File: config.mk
export PLATFORM = sky130hd
export DESIGN_NAME = booth4_mul
export DESIGN_NICKNAME = d
export VERILOG_FILES = /design/src/rtl/booth4_mul.sv
export SDC_FILE = /design/constraint.sdc
export NUM_CORES = 1
export LEC_CHECK = 0
export ABC_AREA = 1
export CAP_MARGIN = 30
export CORE_ASPECT_RATIO = 0.7
export CORE_MARGIN = 1.5
export CORE_UTILIZATION = 52
export DETAILED_ROUTE_END_ITERATION = 8
export PLACE_DENSITY = 0.83
export SLEW_MARGIN = 20
export SYNTH_ARGS = -nofsm -noshare
export SYNTH_HDL_FRONTEND = slang
export SYNTH_SLANG_ARGS = --single-unit
File: constraint.sdc
create_clock -name clk -period 5.5 [get_ports clk]
set_clock_uncertainty 0.05 [all_clocks]
set_input_delay 0.55 -clock clk [delete_from_list [all_inputs] [get_ports clk]]
set_output_delay 0.55 -clock clk [all_outputs]
set_load 0.05 [all_outputs]
File: src/rtl/booth4_mul.sv
// Iterative radix-4 Booth multiplier with valid/ready on both sides.
// Retires two multiplier bits per cycle; signed or unsigned selected per operation.
module booth4_mul #(
    parameter int unsigned WIDTH     = 32,
    parameter bit          ZERO_SKIP = 1'b1
) (
    input  logic                 clk,
    input  logic                 rst,
    input  logic                 in_valid,
    output logic                 in_ready,
    input  logic [WIDTH-1:0]     a,
    input  logic [WIDTH-1:0]     b,
    input  logic                 is_signed,
    output logic                 out_valid,
    input  logic                 out_ready,
    output logic [2*WIDTH-1:0]   result
);

    localparam int unsigned EW = WIDTH + 2;
    localparam int unsigned AW = WIDTH + 3;
    localparam int unsigned N  = WIDTH / 2 + 1;
    localparam int unsigned CW = $clog2(N);

    localparam logic [1:0] S_IDLE = 2'd0;
    localparam logic [1:0] S_CALC = 2'd1;
    localparam logic [1:0] S_DONE = 2'd2;

    logic [1:0]         state_q, state_d;
    logic [AW-1:0]      acc_q, acc_d;
    logic [EW:0]        mul_q, mul_d;
    logic [EW-1:0]      mcand_q, mcand_d;
    logic [CW-1:0]      cnt_q, cnt_d;
    logic [2*WIDTH-1:0] result_d;
    logic               out_valid_d;

    logic [EW-1:0]      a_ext, b_ext;
    logic [2:0]         sel;
    logic               neg, two, zero_t;
    logic [AW-1:0]      mag, term, sum, acc_step;
    logic [EW:0]        mul_step;
    logic [2*WIDTH-1:0] prod_lo;

    assign in_ready = (state_q == S_IDLE) && !rst;

    // Operand extension by two bits keeps unsigned max*max exact.
    always_comb begin
        a_ext = is_signed ? {{2{a[WIDTH-1]}}, a} : {2'b00, a};
        b_ext = is_signed ? {{2{b[WIDTH-1]}}, b} : {2'b00, b};
    end

    // One Booth step: select 0/+-X/+-2X, add with inversion+carry-in, shift pair right by 2.
    always_comb begin
        sel      = mul_q[2:0];
        neg      = sel[2] & ~(sel[1] & sel[0]);
        two      = (sel == 3'b011) || (sel == 3'b100);
        zero_t   = (sel == 3'b000) || (sel == 3'b111);
        mag      = zero_t ? '0 : (two ? {mcand_q, 1'b0} : {mcand_q[EW-1], mcand_q});
        term     = neg ? ~mag : mag;
        sum      = acc_q + term + AW'(neg);
        acc_step = {{2{sum[AW-1]}}, sum[AW-1:2]};
        mul_step = {sum[1:0], mul_q[EW:2]};
        prod_lo  = {acc_step[WIDTH-3:0], mul_step[EW:1]};
    end

    // Next-state and datapath update.
    always_comb begin
        state_d  = state_q;
        acc_d    = acc_q;
        mul_d    = mul_q;
        mcand_d  = mcand_q;
        cnt_d    = cnt_q;
        result_d = result;
        case (state_q)
            S_IDLE: begin
                if (in_valid && in_ready) begin
                    mcand_d = a_ext;
                    mul_d   = {b_ext, 1'b0};
                    acc_d   = '0;
                    cnt_d   = CW'(N - 1);
                    state_d = S_CALC;
                    if (ZERO_SKIP && ((a == '0) || (b == '0))) begin
                        state_d  = S_DONE;
                        result_d = '0;
                    end
                end
            end
            S_CALC: begin
                acc_d = acc_step;
                mul_d = mul_step;
                cnt_d = cnt_q - CW'(1);
                if (cnt_q == '0) begin
                    state_d  = S_DONE;
                    result_d = prod_lo;
                end
            end
            S_DONE: begin
                if (out_ready) begin
                    state_d = S_IDLE;
                end
            end
            default: state_d = S_IDLE;
        endcase
        out_valid_d = (state_d == S_DONE);
    end

    always_ff @(posedge clk) begin
        if (rst) begin
            state_q   <= S_IDLE;
            acc_q     <= '0;
            mul_q     <= '0;
            mcand_q   <= '0;
            cnt_q     <= '0;
            result    <= '0;
            out_valid <= 1'b0;
        end else begin
            state_q   <= state_d;
            acc_q     <= acc_d;
            mul_q     <= mul_d;
            mcand_q   <= mcand_d;
            cnt_q     <= cnt_d;
            result    <= result_d;
            out_valid <= out_valid_d;
        end
    end

endmodule

* Word level (Yosys, flattened, before mapping) *
Cells that the tools add are included.

operators by class
  multiplexer cells = 20
  bitwise operators = 4
  add/subtract/negate cells = 3
  equality and inequality tests = 9
  reductions and logical operators = 15

operators with widths
  operator                                                                count
  64-bit 2-to-1 mux                                                       3
  35-bit 2-to-1 mux                                                       4
  35-bit case mux with 2 select lines                                     2
  64-bit case mux with 2 select lines                                     1
  34-bit 2-to-1 mux                                                       3
  32-bit zero test                                                        2
  35-bit by 1-bit adder with 35-bit output                                1
  35-bit adder                                                            1
  35-bit NOT                                                              1
  5-bit case mux with 2 select lines                                      1
  2-bit 2-to-1 mux                                                        4
  3-bit equality test (second input constant)                             2
  2-bit case mux with 3 select lines                                      1
  5-bit zero test                                                         1
  5-bit 2-to-1 mux                                                        1
  5-bit by 1-bit subtractor with 5-bit output (second input constant)     1
  2-bit equality test (second input constant)                             2
  2-bit by 1-bit != test with 1-bit output (second input constant)        2
  2-bit AND reduction                                                     2
  4-bit AND reduction                                                     1
  3-bit by 2-bit equality test with 1-bit output (second input constant)  1
  3-bit zero test                                                         1
  1-bit logical OR                                                        3
  1-bit AND                                                               2
  7 further kinds                                                         8

storage, ports and cells
  output and inout port bits = 66
  input bits = 69
  register bits after elaboration = 176
  logic and storage cells = 58

* Logic depth before layout (Yosys ltp) *
Gate-level depths: netlist of the first run.

  word-level depth = 10
  mapped depth = 21
  mapped depth without buffers = 21

* Worst setup path before layout of the first run *
No wires, ideal clock.

  kind = reg2reg
  start point = reg mul_q[1]
  end point = reg result[48]
  path buffers = 1
  cell stages (with the launch flop) = 17
  arrival = 2.749 ns
  slack = 2.584 ns
  required time = 5.332 ns
  period minus slack after synthesis = 2.916 ns
  library setup time = 0.118 ns
  cells stage by stage = dfxtp_1 inv_1 nand2_2 o21ai_2 clkbuf_1 o211ai_1 xor2_1 ha_1 a21oi_1 o21ai_2 a21oi_2 inv_2 nand2_1 nand2_1 or2_2 a31oi_1 nor2_1

between the ends
  cells in the longest elaborated chain, start to end = 10
  elaborated cells on any way between the ends = 17
  classes of those cells = add/sub: 2; eq/ne: 3; mux: 5; bitwise: 4; reduce/logical: 3

ends and longest elaborated chain
  item                                                                                          line  source
  from (decl)                                                                                   30    logic [EW:0] mul_q, mul_d;
  from (signal assigned)                                                                        118   mul_q <= mul_d;
  3-bit by 2-bit equality test with 1-bit output / 3-bit equality test (equally long branches)  55    two = (sel == 3'b011) || (sel == 3'b100);
  1-bit logical OR                                                                              55
  34-bit 2-to-1 mux                                                                             57    mag = zero_t ? '0 : (two ? {mcand_q, 1'b0} : {mcand_q[EW-1], mcand_q});
  35-bit 2-to-1 mux                                                                             57
  35-bit NOT                                                                                    58    term = neg ? ~mag : mag;
  35-bit 2-to-1 mux                                                                             58
  35-bit adder                                                                                  59    sum = acc_q + term + AW'(neg);
  35-bit by 1-bit adder with 35-bit output *                                                    59
  64-bit 2-to-1 mux *                                                                           91    if (cnt_q == '0) begin
  64-bit case mux with 2 select lines *                                                         73    case (state_q)
  to (signal assigned)                                                                          121   result <= result_d;
  to (decl)                                                                                     16    output logic [2*WIDTH-1:0] result

Mark *: on every way between the ends. The rest lies on a longest branch, timed or not. The select of a mux whose other input is x is not followed.
A chain may end at the register's enable or synchronous reset.

* Worst setup path in the final report of the first run *
  start point = reg mul_q[2]
  end point = reg acc_q[20]

between the ends
  cells in the longest elaborated chain, start to end = 9
  elaborated cells on any way between the ends = 14
  classes of those cells = add/sub: 2; eq/ne: 3; mux: 4; bitwise: 2; reduce/logical: 3

ends and longest elaborated chain
  item                                                                                          line  source
  3-bit by 2-bit equality test with 1-bit output / 3-bit equality test (equally long branches)  55
  1-bit logical OR                                                                              55
  34-bit 2-to-1 mux                                                                             57
  35-bit 2-to-1 mux                                                                             57
  35-bit NOT                                                                                    58
  35-bit 2-to-1 mux                                                                             58
  35-bit adder                                                                                  59
  35-bit by 1-bit adder with 35-bit output *                                                    59
  35-bit case mux with 2 select lines *                                                         73
  to (signal assigned)                                                                          109   acc_q <= '0;
  to (signal assigned)                                                                          117   acc_q <= acc_d;
  to (decl)                                                                                     29    logic [AW-1:0] acc_q, acc_d;

Mark *: on every way between the ends. The rest lies on a longest branch, timed or not.

==> results of run 1 <==
synthesized netlist by cell type (all sizes together) (7+ instances only):
library cell    n  area share
nand2         319        0.13
a21oi         184        0.10
dfxtp         173        0.36
nor2          130       0.051
inv           129       0.050
o21ai         113       0.060
nand3          73       0.040
clkbuf         54       0.021
a31oi          36       0.023
ha             35       0.045
xor2           33       0.030
o211ai         31       0.024
buf            21       0.014
nor4           16       0.010
nor3           12      0.0068
nand4           8      0.0052
a21o            7      0.0055
per-stage QoR:
step,hold slack [ns],power [mW],setup slack [ns]
after floorplan,0.391,1.78,2.58
after global placement,0.402,1.98,1.45
after detailed placement,0.407,1.99,1.39
after CTS,0.420,3.24,1.34
after global routing,0.438,3.36,0.913
final,0.420,3.23,1.17
report_power, final:
part / switching (mW) / total (mW) / internal, mW
clock: 0.605 / 1.26 / 0.660
sequential: 0.0423 / 1.36 / 1.32
combinational: 0.403 / 0.608 / 0.206
placed cells by master, fill, tap and decap left out, types with 31 or more instances in the layout:
master	n
sky130_fd_sc_hd__clkdlybuf4s50_1	133
sky130_fd_sc_hd__inv_1	123
sky130_fd_sc_hd__ha_1	35
sky130_fd_sc_hd__dfxtp_1	173
sky130_fd_sc_hd__a31oi_1	36
sky130_fd_sc_hd__o21ai_0	97
sky130_fd_sc_hd__xor2_1	33
sky130_fd_sc_hd__nor2_1	129
sky130_fd_sc_hd__nand2_1	309
sky130_fd_sc_hd__a21oi_1	167
sky130_fd_sc_hd__nand3_1	69
sky130_fd_sc_hd__o211ai_1	31
tightest hold or removal path: stages (launching register included):
cell,delay [ns]
sky130_fd_sc_hd__dfxtp_1,0.31
sky130_fd_sc_hd__inv_1,0.06
sky130_fd_sc_hd__a21oi_1,0.05
logic make-up (layout without fill, tap and decap cells):
kind of cell               Yosys count  after routing  share of synthesized area
AOI/OAI and AO/OA                  387            387                      0.228
xor gates and xnor gates            33             33                     0.0300
adders and majority gates           36             36                     0.0476
buffers and inverters              205            310                     0.0858
DFF                                173            173                      0.360
and+or+nand+nor                    569            569                      0.249
layer usage:
layer,vias to the layer above,wire [um],track usage,share of wire
met5,-,0,0,0
li1,4891,-,-,-
met3,34,2850,0.0763,0.10
met4,0,411,0.0715,0.014
met2,459,11100,0.402,0.39
met1,4446,14100,0.446,0.49
state kept, by name, indices dropped and copies added (netlist names):
name       cells
state_q        2
mcand_q       33
acc_q         33
result        64
mul_q         35
out_valid      1
cnt_q          5
path summary, 6_finish.rpt:
path	startpoint	end	slack [ns]	cells after the start
hold / removal	mcand_q[23]$_SDFFE_PP0P_	mcand_q[23]$_SDFFE_PP0P_	0.42	2
setup reg to reg	mul_q[2]$_SDFFE_PP0P_	acc_q[20]$_SDFFE_PP0P_	1.17	15
setup / recovery	mul_q[2]$_SDFFE_PP0P_	acc_q[20]$_SDFFE_PP0P_	1.17	15
hold reg to reg	mcand_q[23]$_SDFFE_PP0P_	mcand_q[23]$_SDFFE_PP0P_	0.42	2
final cells by class:
type	instances	area (um2)	share of cell area
multi-input cells	1025	5350	0.459
clock inverters	15	186	0.0160
repair buffers	148	1450	0.125
well taps	236	295	0.0253
flip-flops and latches	173	3460	0.297
inverters	130	488	0.0418
clock buffers	17	425	0.0365
==> parameters.txt, run 1 <==
Parameter                              Value

Flow run
  Max-capacitance violation count ... 0

Finish
  Antenna Diode Count ... 0
  Share of the core filled with cells ... 0.646
  Fill cell instance count of the final layout ... ~1600
  Fin cells ... roughly 1700
  Count of nets after finishing ... 1600
  Syn-to-layout area delta ... 21.2%
  Post-layout instance area ... between 10000 and 15000 um2
  Layout cells sized above 1 ... 0.0603

Floorplanning
  Die outline area ... 19400 um2
  Width of the die ... ~170 um
  Site row count ... between 40 and 50
  Core area ... ~18000 um2
  Io pins ... about 140
  Die outline height ... 117 um
  Effective utilization at floorplan ... 0.533

Outcome
  Result of the run ... complete, no violations

Clock network
  Maximum number of buffers from clock root to sink ... 2
  CTS buffer count ... 17
  Worst-skew pair later-pin latency ... 0.44 ns
  Cell at the root of the clock tree ... sky130_fd_sc_hd__clkbuf_16
  Post-CTS setup buffers ... 0
  CTS tree ... yes
  Number of H-tree branching levels ... 4
  Hold Buf Count CTS ... 0
  Post-cts resize count ... 0
  CTS clk-pin slew, worst paths ... around 0.080 ns
  Clock sink count ... 173

Timing
  Final number of hold-violating endpoints ... 0
  Worst Max-Slew Pin Slew ... 0.922 ns
  Final count of negative-setup-slack endpoints ... 0
  Setup Total Neg Slack ... 0 ns
  Final critical-path required period ... roughly 4.3 ns
  Fmax achieved ... 231 MHz
  Crit share post-route ... 0.787
  Unrepaired setup endpoints after global routing ... no
  Relative slew margins ... 0.384
  Max-slew violation total from the final report ... 0

Hold path
  Worst min-delay path class ... register to register

Route
  Pre-antenna DRT Iters ... 6
  Post-DR wirelength/cell ... approximately 16 um
  Number of vias after detailed routing ... 9830
  Initial drt markers ... ~880
  Antenna Violating Nets Remaining ... 0
  Count of unresolved DRC violations after routing ... 0
  Detailed-route vias per instance ... 5.64
  WL final ... between 20 and 30 mm

Synth
  Asr flop ratio synth ... 0
  Average footprint of a synthesized cell ... 6.86 um2
  Synthesized Nets ... ~1500
  Ys Warns ... 0
  Prevailing post-synth register cell ... sky130_fd_sc_hd__dfxtp_1
  Cell count after synthesis ... around 1400
  Distinct cell type count of the synthesized netlist ... between 40 and 50
  Summed instance area of the synthesized netlist ... just under 10000 um2
  Sequential cell area fraction in the yosys report ... 0.360
  FF+latch count, synth ... ~170
  Number of enable-type register cells in the synthesized netlist ... 0

Worst setup path
  Crit path arrival time ... around 4.6 ns
  CP max FO ... 36
  Delay-heaviest family, CP ... compound AO/OA/AOI/OAI gates
  Critical path buffers and inverters ... 2
  Worst setup EP type ... register
  Crit Path Class ... register to register
  Worst path slowest cell ... sky130_fd_sc_hd__o21ai_4
  List of cells traversed by the critical path ... inv_1, o21ai_4, buf_4, nand2_1, o211ai_1, xor2_1, ha_1, a21oi_1, o21ai_0, nor2_1, nand2_1, a21oi_1, or2_1, nand3_1, a21oi_1
  Top cell by count, worst path ... sky130_fd_sc_hd__a21oi_1
  Crit path launch type ... register
  Largest stage delay, worst path ... roughly 0.7 ns
  Worst EP required ... roughly 5.8 ns

Global routing
  Antenna violations before repair ... 0
  Number of global-route vias before repair ... 8541
  First-pass GRT wire length ... 44.7 mm
  Largest net degree at the start of global routing ... between 70 and 80
  Combined global-route utilization of all metal layers ... 0.292
  Overall overflow remaining after global route ... 0

Placed design
  Quantity of I/O buffers inserted on ports ... 134
  Area of placed instances ... about 11000 um2
  DP HPWL ... 20.9 mm
  Placer's final routability congestion estimate ... 0.943
  Cell Count Post-Placement ... approximately 1700

Pwr
  Pwr Density ... 277 nW/um2
  VDD IR max ... between 0.00015 and 0.0002 V
  Leakage power of the design ... approximately 4.6 nW
(Power assumes the default switching activity.)
==> inputs of run 2 (changes only) <==
==> constraint.sdc (replaced) <==
create_clock -name clk -period 4.4 [get_ports clk]
set_clock_uncertainty 0.05 [all_clocks]
set_input_delay 0.44 -clock clk [delete_from_list [all_inputs] [get_ports clk]]
set_output_delay 0.44 -clock clk [all_outputs]
set_load 0.05 [all_outputs]
==> run 2 against run 1 <==
Critical path depth stayed put; global-route usage is 0.34 points higher; utilization is 0.13 points lower; first-iteration DRC count is 13% higher; sequential cell count stayed put; clock power is 19% higher; hold slack worse by 0.0025 ns; cell count stayed put; die area stayed put; critical path type unchanged; largest cell class unchanged; largest power group unchanged.
==> parameters.txt, run 2 (same netlist as run 1, synthesis figures left out) <==
Parameter                              Value

Timing
  Unrepaired setup endpoints after global routing ... no
  Relative slew margins ... 0.462 (+0.0775)
  Final critical-path required period ... 3.84 ns (-0.494 ns)
  Final count of negative-setup-slack endpoints ... 0 (unchanged)
  Worst Max-Slew Pin Slew ... 0.802 ns (-0.120 ns)
  Max-slew violation total from the final report ... 0 (unchanged)
  Final number of hold-violating endpoints ... 0 (unchanged)
  Fmax achieved ... 261 MHz (+13%)
  Crit share post-route ... 0.872 (+0.0845)
  Setup Total Neg Slack ... 0 ns (unchanged)

Placed design
  Quantity of I/O buffers inserted on ports ... 134 (unchanged)
  DP HPWL ... 20.9 mm (+0.36%)
  Placer's final routability congestion estimate ... 0.995 (+5.5%)
  Cell Count Post-Placement ... 1713 (+0.058%)

Clock network
  CTS buffer count ... 17 (unchanged)
  Clock sink count ... 173 (unchanged)
  CTS clk-pin slew, worst paths ... 0.08 ns (about the same)
  Maximum number of buffers from clock root to sink ... 2 (unchanged)
  Worst-skew pair later-pin latency ... 0.44 ns (about the same)
  Cell at the root of the clock tree ... sky130_fd_sc_hd__clkbuf_16
  Post-cts resize count ... 0 (unchanged)
  Post-CTS setup buffers ... 0 (unchanged)
  Number of H-tree branching levels ... 4 (unchanged)
  Hold Buf Count CTS ... 0 (unchanged)
  CTS tree ... yes

Global routing
  Antenna violations before repair ... 0 (unchanged)
  Largest net degree at the start of global routing ... 67 (-6.9%)
  Combined global-route utilization of all metal layers ... 0.296 (+0.00337)
  Overall overflow remaining after global route ... 0 (unchanged)
  First-pass GRT wire length ... 45.4 mm (+1.5%)
  Number of global-route vias before repair ... 8622 (+0.95%)

Floorplanning
  Width of the die ... 166 um (unchanged)
  Io pins ... 135 (unchanged)
  Die outline area ... 19400 um2 (unchanged)
  Site row count ... 41 (unchanged)
  Effective utilization at floorplan ... 0.533 (unchanged)
  Die outline height ... 117 um (unchanged)
  Core area ... 18100 um2 (unchanged)

Route
  WL final ... 28.7 mm (+0.95%)
  Pre-antenna DRT Iters ... 6 (unchanged)
  Detailed-routing wirelength on met1 ... 14.5 mm (+3.3%)
  Number of vias after detailed routing ... 9904 (+0.75%)
  Detailed-route vias per instance ... 5.68 (+0.75%)
  Routed wire length on met2 ... 11.2 mm (+1.0%)
  Post-DR wirelength/cell ... 16.5 um (+0.95%)
  Routed wire length on met3 ... 2.65 mm (-7.1%)
  Antenna Violating Nets Remaining ... 0 (unchanged)
  Top routing layer used ... met4
  Initial drt markers ... 990 (+13%)
  Count of unresolved DRC violations after routing ... 0 (unchanged)

Finish
  Fill cell instance count of the final layout ... 1634 (+4.1%)
  Syn-to-layout area delta ... 20.9%
  Most frequent standard cell in the layout excluding fill and tap cells ... sky130_fd_sc_hd__nand2_1
  Multi-input combinational cell area ... 5350 um2 (unchanged)
  Most flop-heavy register ... result
  Count of nets after finishing ... 1601 (+0.063%)
  Layout cells sized above 1 ... 0.0603 (unchanged)
  Fin cells ... 1744 (unchanged)
  Share of the core filled with cells ... 0.645 (-0.00132)
  Max reg flops ... 64 (unchanged)
  Top library cells by usage in the layout, fill and taps aside ... sky130_fd_sc_hd__nand2_1, sky130_fd_sc_hd__dfxtp_1, sky130_fd_sc_hd__a21oi_1
  Antenna Diode Count ... 0 (unchanged)
  Area used by sequential logic in the layout ... 3460 um2 (unchanged)
  Top flop regs ... result (64), mul_q (35)

Flow run
  Max-capacitance violation count ... 0 (unchanged)

Hold path
  Worst min-delay path class ... register to register

Worst setup path
  Worst EP required ... 4.68 ns (-1.13 ns)
  CP max FO ... 64 (+78%)
  Crit path arrival time ... 4.12 ns (-0.52 ns)
  FF-to-FF End ... result[48]$_SDFFE_PP0P_
  Crit path to ... result[48]$_SDFFE_PP0P_
  Worst setup EP type ... register
  Reg2Reg Launch Point ... mul_q[2]$_SDFFE_PP0P_
  Worst-case register-to-register setup slack ... 0.56 ns (-0.61 ns)
  Source of the critical timing path ... mul_q[2]$_SDFFE_PP0P_
  Crit path launch type ... register
  Crit Path Class ... register to register
  Reg2reg path depth ... 15 (unchanged)

Pwr
  Pwr Density ... 341 nW/um2 (+23%)
  VDD IR max ... 0.000237 V (+20%)
  Leakage power of the design ... 4.54 nW (-0.36%)

Outcome
  Result of the run ... complete, no violations
[run 2: changes by cell type in the layout (fill, tap and decap cells not counted), sizes merged]
cell / before / now
buf: 15 / 16
clkinv: 4 / 8
clkinvlp: 1 / 2
inv: 139 / 134
bufinv: 1 / 0
[run 2: metal layers]
| layer | global-route usage | up-vias |
|---|---|---|
| met4 | 0.0745 | 0 |
| li1 | - | 4906 |
| met5 | 0 | - |
| met1 | 0.461 | 4543 |
| met2 | 0.406 | 424 |
| met3 | 0.0605 | 31 |
[run 2: layout make-up]
cell class | count | share of cell area
Clock buffer | 17 | 0.0365
Clock inverter | 14 | 0.0133
Inverter | 130 | 0.0419
Multi-Input combinational cell | 1025 | 0.460
Sequential cell | 173 | 0.298
Tap cell | 236 | 0.0254
Timing Repair Buffer | 149 | 0.126
[run 2: power breakdown]
group	total (mW)	switching (mW)	internal (mW)
Clock	1.50	0.746	0.756
Combinational	0.765	0.507	0.258
Sequential	1.70	0.0519	1.65
[run 2: per-stage QoR]
| stage | setup slack, ns | hold WS [ns] | cell area [um2] | power, mW |
|---|---|---|---|---|
| floorplan | 1.48 | 0.391 | 9630 | 2.23 |
| global placement | 0.693 | 0.403 | 11100 | 2.48 |
| detailed placement | 0.722 | 0.407 | 11100 | 2.49 |
| CTS | 0.695 | 0.419 | 11600 | 3.97 |
| global route | 0.375 | 0.438 | 11600 | 4.12 |
| finish | 0.564 | 0.417 | 11600 | 3.97 |
[run 2: worst min path at each step]
stage	from	end	slack, ns	cells after the start
5_1_grt	result[46]$_SDFFE_PP0P_	result[46]$_SDFFE_PP0P_	0.44	2
6_report	result[32]$_SDFFE_PP0P_	result[32]$_SDFFE_PP0P_	0.42	2
3_5_place_dp	result[32]$_SDFFE_PP0P_	result[32]$_SDFFE_PP0P_	0.41	2
3_3_place_gp	mul_q[24]$_SDFFE_PP0P_	mul_q[24]$_SDFFE_PP0P_	0.40	2
4_1_cts	result[32]$_SDFFE_PP0P_	result[32]$_SDFFE_PP0P_	0.42	2
2_1_floorplan	mcand_q[30]$_SDFFE_PP0P_	mcand_q[30]$_SDFFE_PP0P_	0.39	2
[run 2: critical path: stages, from the launching register on]
cell                       delay (ns)
sky130_fd_sc_hd__dfxtp_1         0.34
sky130_fd_sc_hd__inv_1           0.13
sky130_fd_sc_hd__nand3_1         0.13
sky130_fd_sc_hd__o21ai_4         0.07
sky130_fd_sc_hd__buf_4           0.47
sky130_fd_sc_hd__nand2_1         0.12
sky130_fd_sc_hd__o211ai_1        0.12
sky130_fd_sc_hd__xor2_1          0.37
sky130_fd_sc_hd__ha_1            0.38
sky130_fd_sc_hd__a21o_1          0.20
sky130_fd_sc_hd__o21bai_1        0.20
sky130_fd_sc_hd__a21oi_1         0.31
sky130_fd_sc_hd__nand2_1         0.22
sky130_fd_sc_hd__or2_2           0.33
sky130_fd_sc_hd__a31oi_1         0.20
sky130_fd_sc_hd__nor2_1          0.06
